## config.mk

```make
export PLATFORM = sky130hd
export DESIGN_NAME = key_move_queue_flat
export DESIGN_NICKNAME = d
export VERILOG_FILES = /design/src/rtl/key_move_if.sv /design/src/rtl/key_move_queue.sv /design/src/flat_wrapper.sv
export SDC_FILE = /design/constraint.sdc
export NUM_CORES = 1
export LEC_CHECK = 0
export CELL_PAD_IN_SITES_DETAIL_PLACEMENT = 0
export CELL_PAD_IN_SITES_GLOBAL_PLACEMENT = 1
export CORE_ASPECT_RATIO = 0.9
export CORE_UTILIZATION = 35
export CTS_BUF_LIST = sky130_fd_sc_hd__clkbuf_4 sky130_fd_sc_hd__clkbuf_8 sky130_fd_sc_hd__clkbuf_16
export DETAILED_ROUTE_END_ITERATION = 12
export GPL_TIMING_DRIVEN = 0
export PLACE_DENSITY = 0.67
export SETUP_SLACK_MARGIN = 0.1
export SLEW_MARGIN = 20
export SYNTH_ARGS = -nofsm -noshare
export SYNTH_HDL_FRONTEND = slang
export SYNTH_SLANG_ARGS = --single-unit
```

## constraint.sdc

```tcl
create_clock -name clk -period 3.6 [get_ports clk]
set_clock_uncertainty 0.05 [all_clocks]
set_input_delay 0.72 -clock clk [delete_from_list [all_inputs] [get_ports clk]]
set_output_delay 0.72 -clock clk [all_outputs]
set_load 0.02 [all_outputs]
```

## src/rtl/key_move_if.sv

```systemverilog
`default_nettype none
// ==========================================================================
// key_move_if : scan-byte input and move-queue output bundle (rev 1.0)
// ==========================================================================
interface key_move_if #(
  parameter int DEPTH = 4
);
  localparam int CNT_W = $clog2(DEPTH + 1);

  logic             newKey;
  logic [7:0]       keyCode;
  logic             move_ready;
  logic [1:0]       move;
  logic             move_valid;
  logic [CNT_W-1:0] count;
  logic             drop;

  modport master (
    output newKey, keyCode, move_ready,
    input  move, move_valid, count, drop
  );

  modport slave (
    input  newKey, keyCode, move_ready,
    output move, move_valid, count, drop
  );
endinterface
`default_nettype wire

```

## src/rtl/key_move_queue.sv

```systemverilog
`default_nettype none
// ==========================================================================
// key_move_queue : PS/2 E0/F0 prefix tracker, make-code to move decoder and
// move FIFO with duplicate filter. Option: KEY_MOVE_REVERSE_FILTER_EN. rev 1.0
// ==========================================================================
module key_move_queue #(
  parameter int DEPTH   = 4,
  parameter int WASD_EN = 1
) (
  input wire logic  clk,
  input wire logic  reset,
  key_move_if.slave kif
);
  localparam int CNT_W = $clog2(DEPTH + 1);
  localparam int PTR_W = $clog2(DEPTH);
  localparam logic [CNT_W-1:0] FULL_CNT = CNT_W'(DEPTH);

  typedef enum logic [1:0] {
    S_IDLE    = 2'd0,
    S_EXT     = 2'd1,
    S_BRK     = 2'd2,
    S_EXT_BRK = 2'd3
  } state_t;

  state_t           state, state_nxt;
  logic [1:0]       mem [DEPTH];
  logic [PTR_W-1:0] wr_ptr, rd_ptr, rd_nxt;
  logic [CNT_W-1:0] count_r, count_nxt;
  logic [1:0]       move_r, move_nxt, ref_dir, last_dir, dec_mv, head_nxt;
  logic             valid_r, drop_r;
  logic             byte_dec, ext, dec_hit, dup, rev, full, pop, push;

  always_ff @(posedge clk or negedge reset) begin
    if (!reset) state <= S_IDLE;
    else        state <= state_nxt;
  end

  always_comb begin
    state_nxt = state;
    byte_dec  = 1'b0;
    ext       = 1'b0;
    if (kif.newKey) begin
      case (state)
        S_IDLE: begin
          if (kif.keyCode == 8'hE0)      state_nxt = S_EXT;
          else if (kif.keyCode == 8'hF0) state_nxt = S_BRK;
          else                           byte_dec  = 1'b1;
        end
        S_EXT: begin
          if (kif.keyCode == 8'hF0)      state_nxt = S_EXT_BRK;
          else if (kif.keyCode == 8'hE0) state_nxt = S_EXT;
          else begin
            byte_dec  = 1'b1;
            ext       = 1'b1;
            state_nxt = S_IDLE;
          end
        end
        default: state_nxt = S_IDLE;   // break target byte is swallowed
      endcase
    end
  end

  always_comb begin
    dec_hit = 1'b0;
    dec_mv  = 2'd0;
    if (byte_dec) begin
      case (kif.keyCode)
        8'h74: begin dec_hit = 1'b1; dec_mv = 2'd0; end
        8'h75: begin dec_hit = 1'b1; dec_mv = 2'd1; end
        8'h6B: begin dec_hit = 1'b1; dec_mv = 2'd2; end
        8'h72: begin dec_hit = 1'b1; dec_mv = 2'd3; end
        default: begin
          if (WASD_EN != 0 && !ext) begin
            case (kif.keyCode)
              8'h23: begin dec_hit = 1'b1; dec_mv = 2'd0; end
              8'h1D: begin dec_hit = 1'b1; dec_mv = 2'd1; end
              8'h1C: begin dec_hit = 1'b1; dec_mv = 2'd2; end
              8'h1B: begin dec_hit = 1'b1; dec_mv = 2'd3; end
              default: ;
            endcase
          end
        end
      endcase
    end
  end

  always_comb begin
    last_dir = (count_r != '0) ? mem[PTR_W'(wr_ptr - 1'b1)] : ref_dir;
    dup      = (dec_mv == last_dir);
`ifdef KEY_MOVE_REVERSE_FILTER_EN
    rev      = ((dec_mv ^ last_dir) == 2'b10);
`else
    rev      = 1'b0;
`endif
    full      = (count_r == FULL_CNT);
    pop       = valid_r & kif.move_ready;
    push      = dec_hit & ~dup & ~rev & (~full | pop);
    count_nxt = count_r + CNT_W'(push) - CNT_W'(pop);
    rd_nxt    = pop ? PTR_W'(rd_ptr + 1'b1) : rd_ptr;
    // The slot being written this edge becomes the head when the queue drains to it
    head_nxt  = (push && wr_ptr == rd_nxt) ? dec_mv : mem[rd_nxt];
    move_nxt  = (count_nxt != '0) ? head_nxt : move_r;
  end

  always_ff @(posedge clk or negedge reset) begin
    if (!reset) begin
      for (int i = 0; i < DEPTH; i++) mem[i] <= 2'd0;
      wr_ptr  <= '0;
      rd_ptr  <= '0;
      count_r <= '0;
      move_r  <= 2'd0;
      valid_r <= 1'b0;
      drop_r  <= 1'b0;
      ref_dir <= 2'd0;
    end else begin
      if (push) begin
        mem[wr_ptr] <= dec_mv;
        wr_ptr      <= PTR_W'(wr_ptr + 1'b1);
      end
      if (pop) ref_dir <= move_r;
      rd_ptr  <= rd_nxt;
      count_r <= count_nxt;
      move_r  <= move_nxt;
      valid_r <= (count_nxt != '0);
      drop_r  <= dec_hit & ~push;
    end
  end

  assign kif.move       = move_r;
  assign kif.move_valid = valid_r;
  assign kif.count      = count_r;
  assign kif.drop       = drop_r;
endmodule
`default_nettype wire
```

## src/flat_wrapper.sv

```systemverilog
// flat-port wrapper written by rule: the top's interface ports become plain ports
module key_move_queue_flat 
#(
  parameter int DEPTH   = 4,
  parameter int WASD_EN = 1
)
  (clk, reset, kif_newKey, kif_keyCode, kif_move_ready, kif_move, kif_move_valid, kif_count, kif_drop);
  key_move_if #(.DEPTH(DEPTH)) kif_i ();
  input wire logic clk;
  input wire logic reset;
  input wire logic [$bits(kif_i.newKey)-1:0] kif_newKey;
  input wire logic [$bits(kif_i.keyCode)-1:0] kif_keyCode;
  input wire logic [$bits(kif_i.move_ready)-1:0] kif_move_ready;
  output wire logic [$bits(kif_i.move)-1:0] kif_move;
  output wire logic [$bits(kif_i.move_valid)-1:0] kif_move_valid;
  output wire logic [$bits(kif_i.count)-1:0] kif_count;
  output wire logic [$bits(kif_i.drop)-1:0] kif_drop;
  assign kif_i.newKey = kif_newKey;
  assign kif_i.keyCode = kif_keyCode;
  assign kif_i.move_ready = kif_move_ready;
  assign kif_move = kif_i.move;
  assign kif_move_valid = kif_i.move_valid;
  assign kif_count = kif_i.count;
  assign kif_drop = kif_i.drop;
  key_move_queue #(.DEPTH(DEPTH), .WASD_EN(WASD_EN)) u_core (.clk(clk), .reset(reset), .kif(kif_i));
endmodule
```

==> reports/metrics.cfg, run 1 <==
[place]
post-place-ws_ns=-1.312
io_buffers=17
dp_hpwl_mm=2.424
place_inst=220
gp_congestion=0.7806

[yosys]
ys_seq_area_share_pct=37.46
syn_nets=162
synthCells=143
synth_cell_types=48
synth_ff_type=dfrtp_1
ys_ff_latch=23
synth.most_common_cell=dfrtp_1
synthArstFlopShare_pct=100.0
synth_enable_flop_cells=0
synth_top_area_cell=dfrtp_1
syn_area_mm2=0.001536
yosysTopAreaCellShare_pct=37.46
ys_warn_count=0
syn_avg_cell_area_um2=10.74
ys_top_cells_by_count=23 x dfrtp_1, 12 x inv_1, 9 x mux2_1, 8 x nor2_1
synth_area_leaders=dfrtp_1 37%, mux2_1 6.6%, mux4_2 5.9%

[flow_run]
max_cap_violations=0

[setup_path]
startpoint=kif_keyCode[3]
cp-end-kind=register
cp.required_ns=3.71
path_class=input pin to register
start_kind=input pin
timing.rr.start=u_core.wr_ptr[0]
path_max_fanout=5
cp.arrival_ns=4.14

[grt]
antenna_found_initial=0
track_usage_pct=18.16
grt_pass1_vias=1346
grt_first_pass_wirelength_mm=6.527
grt_max_degree=24
overflow=0

[cts]
clockRootBuffer=clkbuf_8
clkTransAtPathRegs_ns=0.09
cts-buffers-inserted=3
clk-insertion-delay-late_ns=0.27
cts_hold_buffers=0
htree_levels=1
cts_max_path_buffers=2
cts_sinks=23
cts_tree=done

[floorplan]
die_width_um=71.84
io_pins=19
fp.coreArea_mm2=0.004156
die_area_mm2=0.004659
initial_core_util_pct=36.97
dieHeight_um=64.86
row_count=22

[drt]
routedWlPerCell_um=15.03
firstDrtPassIters=4
drc=0
vias_per_cell=5.130
drtIter0Drc=85
drt-total-wl_mm=3.818
vias=1303
ant_nets=0

[timing]
timing.final.crit_period_ns=4.038
slew_violations=0
setup_viol=5
post-route-period-util_pct=112.2
max_slew_margin_pct=64.98
rsz0062_at_grt=yes
tightest_slew_ns=0.5252
hold_viol_final=0
fmax_ghz=0.2477
layout_setup_ws_ns=-0.4379

[final_layout]
area_growth_pct=44.46
drive_above_1_share_pct=41.75
stdcell_count=254
antenna_cells=0
fin_nets=214

[min_path]
hold_class=input pin to asynchronous set/reset pin

[outcome]
outcome=finished, violations left
failed_checks=setup timing

[power_and_ir_drop]
power_leakage_uw=0.0009590
powerDensity_mw_per_mm2=454.5
ir_drop_v=0.0002348

metal layers:
layer | global-route usage (%) | part of all wire [%]
met4 | 4.167 | 0.37
met2 | 29.83 | 50
met3 | 3.266 | 3.2
met5 | 0 | 0
met1 | 24.88 | 46
worst max-delay path, cell delays in order:
cell             delay, ns
clkdlybuf4s15_1       0.23
nand3b_1              0.35
nor3_1                0.32
o21ai_2               0.14
nand4_1               0.17
a31oi_2               0.12
a31oi_4               0.20
nand3_2               0.11
buf_4                 0.15
buf_4                 0.12
buf_4                 0.12
buf_4                 0.13
buf_4                 0.12
buf_4                 0.12
buf_4                 0.12
buf_4                 0.13
buf_4                 0.12
buf_4                 0.12
buf_4                 0.12
buf_4                 0.13
mux2_1                0.30
worst paths after layout:
check                                       to  slack [ns]  cells after the start
max                           u_core.wr_ptr[1]       -0.44                     21
min                              u_core.mem[3]        0.37                      1
max reg2reg                   u_core.wr_ptr[1]       -0.28                     22
min reg2reg                      u_core.mem[3]        0.48                      1
max in group asynchronous  u_core.kif.count[2]        2.77                      1
min in group clk                 u_core.mem[3]        0.48                      1
timing repair:
action	in CTS	in global routing
resized for setup	51	7
cloned	0	0
endpoints found under the setup margin	5	5
pin swaps	21	11
buffers inserted	27	3
sequential cells by signal (all words and copies together), names as in the netlist:
signal	count
u_core.state	2
u_core.wr_ptr	2
u_core.kif.count	3
u_core.rd_ptr	2
u_core.kif.move	2
u_core.kif.drop	1
u_core.kif.move_valid	1
u_core.ref_dir	2
u_core.mem	8
where the power goes:
| part | switching, µW | internal, µW | total, µW |
|---|---|---|---|
| sequential | 41.4 | 306 | 348 |
| clock | 85.2 | 78.3 | 164 |
| combinational | 243 | 254 | 498 |
| total | 370 | 639 | 1010 |
cell families (layout without fill, tap and decap cells):
logic type | Yosys count | count (layout) | share of synthesized area, %
AO/OA/AOI/OAI | 24 | 24 | 12.21
XOR/XNOR | 7 | 7 | 3.990
adder cells (fa/ha/maj) | 7 | 7 | 6.189
buffers and inverters | 15 | 66 | 4.234
flip-flops | 23 | 23 | 37.46
multiplexers | 19 | 19 | 17.43
AND/OR/NAND/NOR | 48 | 48 | 18.49
final cells by class:
class	count	area (µm²)
Multi-Input combinational cell	105	1046
Sequential cell	23	575.6
Clock buffer	3	41.29
Tap cell	60	75.07
Fill cell	357	1937
Timing Repair Buffer	47	386.6
Buffer	3	40.04
Clock inverter	1	7.507
Inverter	12	47.55
layout by cell type (no fill, tap or decap), drive strengths merged, types with 3 or more instances in the layout:
cell	synthesis	final
a21oi	4	4
a31oi	4	4
buf	2	37
clkbuf	1	4
clkdlybuf4s15	0	3
clkdlybuf4s50	0	9
dfrtp	23	23
ha	6	6
inv	12	12
mux2	12	12
mux2i	3	3
mux4	4	4
nand2	6	6
nand3	4	4
nand3b	3	3
nand4	6	6
nor2	8	8
nor2b	5	5
nor3	5	5
o21ai	5	5
xnor2	5	5
stage by stage:
| stage | instance area [µm²] | hold WS (ns) | power, µW | util, % | setup TNS [ns] |
|---|---|---|---|---|---|
| global placement | 1805 | 0.4406 | 739.0 | 43.44 | -3.792 |
| floorplan | 1560 | 0.3744 | 622.6 | - | -0.9079 |
| finish | 2220 | 0.3728 | 1009 | 53.40 | -1.446 |
| global route | 2220 | 0.4062 | 1080 | 53.40 | -2.069 |
| detailed placement | 1805 | 0.4558 | 743.4 | 43.44 | -3.914 |
| CTS | 2166 | 0.4766 | 966.8 | 52.11 | -0.6324 |
Note: power is estimated with default switching activity, not from simulation.
==> run 2: changes to the inputs <==
- CORE_UTILIZATION: 35 -> 39
- PLACE_DENSITY: 0.67 -> 0.74
==> run 2 against run 1 <==
Effect of this change:
- the flow still finishes with violations (setup timing)
- critical endpoint is now u_core.kif.move[1]
- sequential share of layout area rose by 0.51 points
- first-iteration DRC count is 54% higher
- register-to-register slack worse by 0.02 ns
- power rose by 3.6%
- sequential cell count did not move
- via count grew 2.1%
- core utilization increased by 4.5 points
- cell count is 7.5% lower
- global-route usage is 1.5 points higher
- wire length decreased by 0.21%
==> reports/metrics.cfg, run 2 (synthesis gave the netlist of run 1 again) <==
[timing]
rsz0062_at_grt=yes
layout_setup_ws_ns=-0.3034
tightest_slew_ns=0.5307
setup_viol=3
hold_viol_final=0
post-route-period-util_pct=108.4
timing.final.crit_period_ns=3.903
max_slew_margin_pct=64.62
tns_ns=-0.5620
slew_violations=0
fmax_ghz=0.2562

[final_layout]
largest_reg_flops=8
antenna_cells=0
final_cell_mix=23 x buf_4, 23 x dfrtp_1, 10 x inv_1, 8 x mux2_1, 8 x clkdlybuf4s50_1
drive_above_1_share_pct=41.27
regMostFlops=u_core.mem
area_growth_pct=41.69
fin_nets=209

[grt]
grt_first_pass_wirelength_mm=5.920
antenna_found_initial=0
grt_pass1_vias=1243
track_usage_pct=19.69
overflow=0
grt_max_degree=24

[outcome]
outcome=finished, violations left
failed_checks=setup timing

[cts]
clockRootBuffer=clkbuf_8
cts_tree=done
cts_hold_buffers=0
cts_max_path_buffers=2
cts_sinks=23
clkTransAtPathRegs_ns=0.08
htree_levels=1
cts-buffers-inserted=3
clk-insertion-delay-late_ns=0.27

[setup_path]
cp_slowest_cell=or3_4
critPathTopFamily=simple AND/OR/NAND/NOR gates
crit_buf_inv=3
timing.rr.start=u_core.wr_ptr[0]
path_class=input pin to register
slowest_delay_ns=0.39
r2r_slack_ns=-0.30
crit_path_frequent_cell=mux2i_1
cp.required_ns=3.75
path_cells=buf_6 > or3_4 > a211o_1 > a21oi_4 > nand4b_1 > a31oi_2 > a31oi_4 > nand3_2 > inv_2 > ha_4 > fa_2 > xnor2_2 > xnor2_1 > or3_1 > clkbuf_8 > nand2_2 > mux2i_1 > mux2i_1 > o21ai_1 > a31oi_1
start_kind=input pin
path_max_fanout=3
r2r-end=u_core.kif.move[1]
cp.arrival_ns=4.05
cp-end-kind=register
reg2reg_depth=21

[drt]
ant_nets=0
firstDrtPassIters=4
drt-total-wl_mm=3.810
drtIter0Drc=131
routedWlPerCell_um=16.21
vias_per_cell=5.660
drc=0
vias=1330

[place]
dp_hpwl_mm=2.396
io_buffers=17
gp_congestion=0.8049
post-place-ws_ns=-1.326

[flow_run]
max_cap_violations=0

[floorplan]
initial_core_util_pct=40.89
die_width_um=68.16
io_pins=19
die_area_mm2=0.004195
dieHeight_um=61.55
row_count=21
fp.coreArea_mm2=0.003757

[power_and_ir_drop]
powerDensity_mw_per_mm2=480.0
ir_drop_v=0.0003155
power_leakage_uw=0.0009534
finalPower_uw=1045

[min_path]
hold_class=input pin to asynchronous set/reset pin

-- run 2: cell count changes in the layout (fill, tap and decap cells not counted), sizes merged --
cell           delta
buf               -4
dlymetal6s2s      +1
clkdlybuf4s50     -1
clkdlybuf4s15     -3
clkbuf            +2
-- run 2: worst reg2reg max path: cells and delay by family (launching register included) --
| kind | cells | cell delay, ns |
|---|---|---|
| multiplexers | 4 | 0.76 |
| AO/OA/AOI/OAI | 4 | 0.56 |
| AND/OR/NAND/NOR | 4 | 0.66 |
| buffers and inverters | 4 | 0.43 |
| flip-flops | 1 | 0.40 |
| XOR/XNOR | 2 | 0.28 |
| adder cells (fa/ha/maj) | 3 | 0.72 |
-- run 2: cell type report --
cell class / instances / area (µm²)
Buffer: 3 / 40.04
Clock buffer: 3 / 41.29
Clock inverter: 1 / 7.507
Fill cell: 301 / 1580
Inverter: 12 / 45.04
Multi-Input combinational cell: 105 / 1064
Sequential cell: 23 / 575.6
Tap cell: 46 / 57.56
Timing Repair Buffer: 42 / 346.6
-- run 2: worst max path at each step --
stage          slack (ns)            endpoint  cells past startpoint        startpoint
3_3_place_gp        -1.29  u_core.kif.move[1]                     19    kif_keyCode[7]
6_report            -0.30  u_core.kif.move[1]                     20    kif_keyCode[6]
4_1_cts             -0.32  u_core.kif.move[1]                     20    kif_keyCode[1]
3_5_place_dp        -1.33  u_core.kif.move[1]                     19    kif_keyCode[7]
5_1_grt             -0.46  u_core.kif.move[1]                     21  u_core.wr_ptr[0]
2_1_floorplan       -0.50  u_core.kif.move[1]                     20    kif_keyCode[0]
-- run 2: per-stage QoR --
step	cell area (µm²)	util (%)	std cells	hold WS, ns
detailed placement	1788	47.59	206	0.4562
finish	2177	57.94	235	0.3717
global placement	1788	47.59	206	0.4389
global route	2177	57.94	235	0.4008
floorplan	1560	-	143	0.3744
CTS	2122	56.48	234	0.4733
-- run 2: what timing repair did --
action,CTS,global route
setup endpoints to repair,5,5
pin swaps,20,16
resized for setup,47,20
setup buffers,24,6
-- run 2: power by group --
part | leakage, µW | switching [µW] | internal, µW
sequential | 0.000303 | 45.5 | 306
clock | 0.0000217 | 86.7 | 78.4
combinational | 0.000628 | 257 | 271
total | 0.000953 | 389 | 656
-- run 2: layer usage --
layer	routed length, µm	part of all wire (%)	GRT usage, %	vias up
li1	-	-	-	618
met1	1678	44	24.83	668
met2	1890	50	33.05	40
met3	207	5.4	5.556	4
met4	33	0.87	5.357	0
met5	0	0	0	-
==> run 3: changes to the inputs <==
- PLACE_DENSITY: 0.74 -> 0.75
- RECOVER_POWER: not set -> 100
==> run 3 against run 2 <==
Effect of this change:
- cell area shrank 2.5%
- largest power group unchanged
- worst setup slack lost 0.022 ns
- sequential cell count is the same
- sequential power shrank 1%
- global-route usage shrank 0.94 points
- first-iteration DRC count shrank 9.9%
- hold slack gained 0.10 ns
- non-clock buffer count shrank 5
- register-to-register slack is essentially flat
- critical path depth is the same
- core utilization shrank 1.4 points
- critical endpoint unchanged
- power shrank 2.1%
- the run still ends with setup timing left
==> reports/metrics.cfg, run 3 (synthesis gave the netlist of run 1 again) <==
[timing]
timing.final.crit_period_ns=3.925
setup_viol=3
tightest_slew_ns=1.266
rsz0062_at_grt=yes
max_slew_margin_pct=15.60
fmax_ghz=0.2548
post-route-period-util_pct=109.0
layout_setup_ws_ns=-0.3252
slew_violations=0
hold_viol_final=0
tns_ns=-0.6970

[floorplan]
die_area_mm2=0.004195
io_pins=19
initial_core_util_pct=40.89
fp.coreArea_mm2=0.003757
die_width_um=68.16
dieHeight_um=61.55
row_count=21

[setup_path]
cp.required_ns=3.74
cp_slowest_cell=or3_1
timing.rr.start=u_core.wr_ptr[0]
path_max_fanout=3
path_cells=buf_6 > or3_4 > a211o_1 > and2_4 > buf_12 > xnor2_4 > a31oi_4 > nand3_2 > inv_2 > ha_4 > fa_2 > xnor2_2 > xnor2_1 > or3_1 > clkbuf_8 > nand2_2 > o22ai_1 > mux2i_1 > o21ai_1 > a31oi_1
slowest_delay_ns=0.39
startpoint=kif_keyCode[6]
start_kind=input pin
path_class=input pin to register
cp-end-kind=register
cp.arrival_ns=4.07

[drt]
drc=0
vias=1263
firstDrtPassIters=4
drtIter0Drc=118
vias_per_cell=5.491
routedWlPerCell_um=16.12
drt-total-wl_mm=3.708
ant_nets=0

[min_path]
hp-start=u_core.mem[7]
hold_class=register to register

[cts]
htree_levels=1
cts_tree=done
cts_sinks=23
cts-buffers-inserted=3
clockRootBuffer=clkbuf_8
clk-insertion-delay-late_ns=0.27
clkTransAtPathRegs_ns=0.08
cts_max_path_buffers=2

[grt]
grt_pass1_vias=1204
grt_max_degree=24
track_usage_pct=18.75
grt_first_pass_wirelength_mm=5.713
antenna_found_initial=0
overflow=0

[final_layout]
antenna_cells=0
layout_commonest_cell=dfrtp_1
multi_input_area_mm2=0.001030
fillers=309
area_growth_pct=38.19
regMostFlops=u_core.mem
largest_reg_flops=8
final_cell_area_mm2=0.002123
fin_nets=204
seq_area_um2=575.6
drive_above_1_share_pct=36.41
final_cell_mix=23 x dfrtp_1, 18 x buf_4, 10 x inv_1, 9 x mux2_1, 7 x nor2_1

[flow_run]
max_cap_violations=0

[power_and_ir_drop]
ir_drop_v=0.0002554
power_leakage_uw=0.0009317
powerDensity_mw_per_mm2=481.8

[place]
placed_area_mm2=0.001788
dp_hpwl_mm=2.466
gp_congestion=0.7713
io_buffers=17

[outcome]
failed_checks=setup timing
outcome=finished, violations left

## run 3: changes by cell type in the layout (fill, tap and decap cells not counted), moves of 2 or more
| cell | change |
|---|---|
| clkdlybuf4s50_1 | -4 |
| nor3_2 | -2 |
| buf_6 | -2 |
| mux2_4 | -2 |
| buf_2 | -2 |
| dlygate4sd3_1 | +4 |
| buf_4 | -5 |
| nor3_1 | +2 |
## run 3: area by class of cell
type / count / area share (%)
Multi-Input combinational cell: 105 / 48.50
Clock buffer: 3 / 1.945
Tap cell: 46 / 2.711
Sequential cell: 23 / 27.11
Inverter: 12 / 2.239
Timing Repair Buffer: 37 / 15.38
Clock inverter: 1 / 0.2357
Buffer: 3 / 1.886
## run 3: what timing repair did
item | CTS | global route
hold buffers | 0 | 0
pin swaps | 19 | 16
buffers inserted | 15 | 5
endpoints found under the setup margin | 5 | 3
resized for setup | 44 | 16
## run 3: power by group
| part | internal (µW) | leakage [µW] | switching [µW] | total [µW] |
|---|---|---|---|---|
| Combinational | 266 | 0.000603 | 247 | 513 |
| Clock | 77.3 | 0.0000255 | 85.0 | 162 |
| Sequential | 306 | 0.000303 | 41.9 | 348 |
## run 3: worst paths after layout
path	end	slack, ns	depth (start not counted)
max	u_core.kif.move[1]	-0.33	20
max in group asynchronous	u_core.rd_ptr[1]	2.10	1
min in group asynchronous	u_core.ref_dir[1]	0.65	1
max reg2reg	u_core.kif.move[1]	-0.29	20
min	u_core.mem[7]	0.47	1
min reg2reg	u_core.mem[7]	0.47	1
## run 3: per-stage QoR
stage	setup slack, ns	std cells	utilization [%]	hold WS, ns	total power [µW]
finish	-0.3252	230	56.51	0.4749	1023
global route	-0.4787	230	56.51	0.5058	1087
CTS	-0.2956	225	54.25	0.4797	985.8
detailed placement	-1.364	206	47.59	0.4602	745.3
global placement	-1.254	206	47.59	0.4386	732.5
floorplan	-0.5035	143	-	0.3744	622.6
## run 3: critical path, delay by kind of cell
| kind | cells | cell delay, ns |
|---|---|---|
| compound gates | 5 | 0.74 |
| xor+xnor | 3 | 0.43 |
| fa+ha+maj | 2 | 0.50 |
| buf+inv | 4 | 0.44 |
| mux | 1 | 0.12 |
| simple gates | 5 | 1.13 |
## run 3: layer usage
metal	up-vias	track usage (%)	wire, µm
met3	5	4.444	188
li1	602	-	-
met5	-	0	0
met2	44	29.69	1791
met1	612	25.63	1696
met4	0	5.060	32
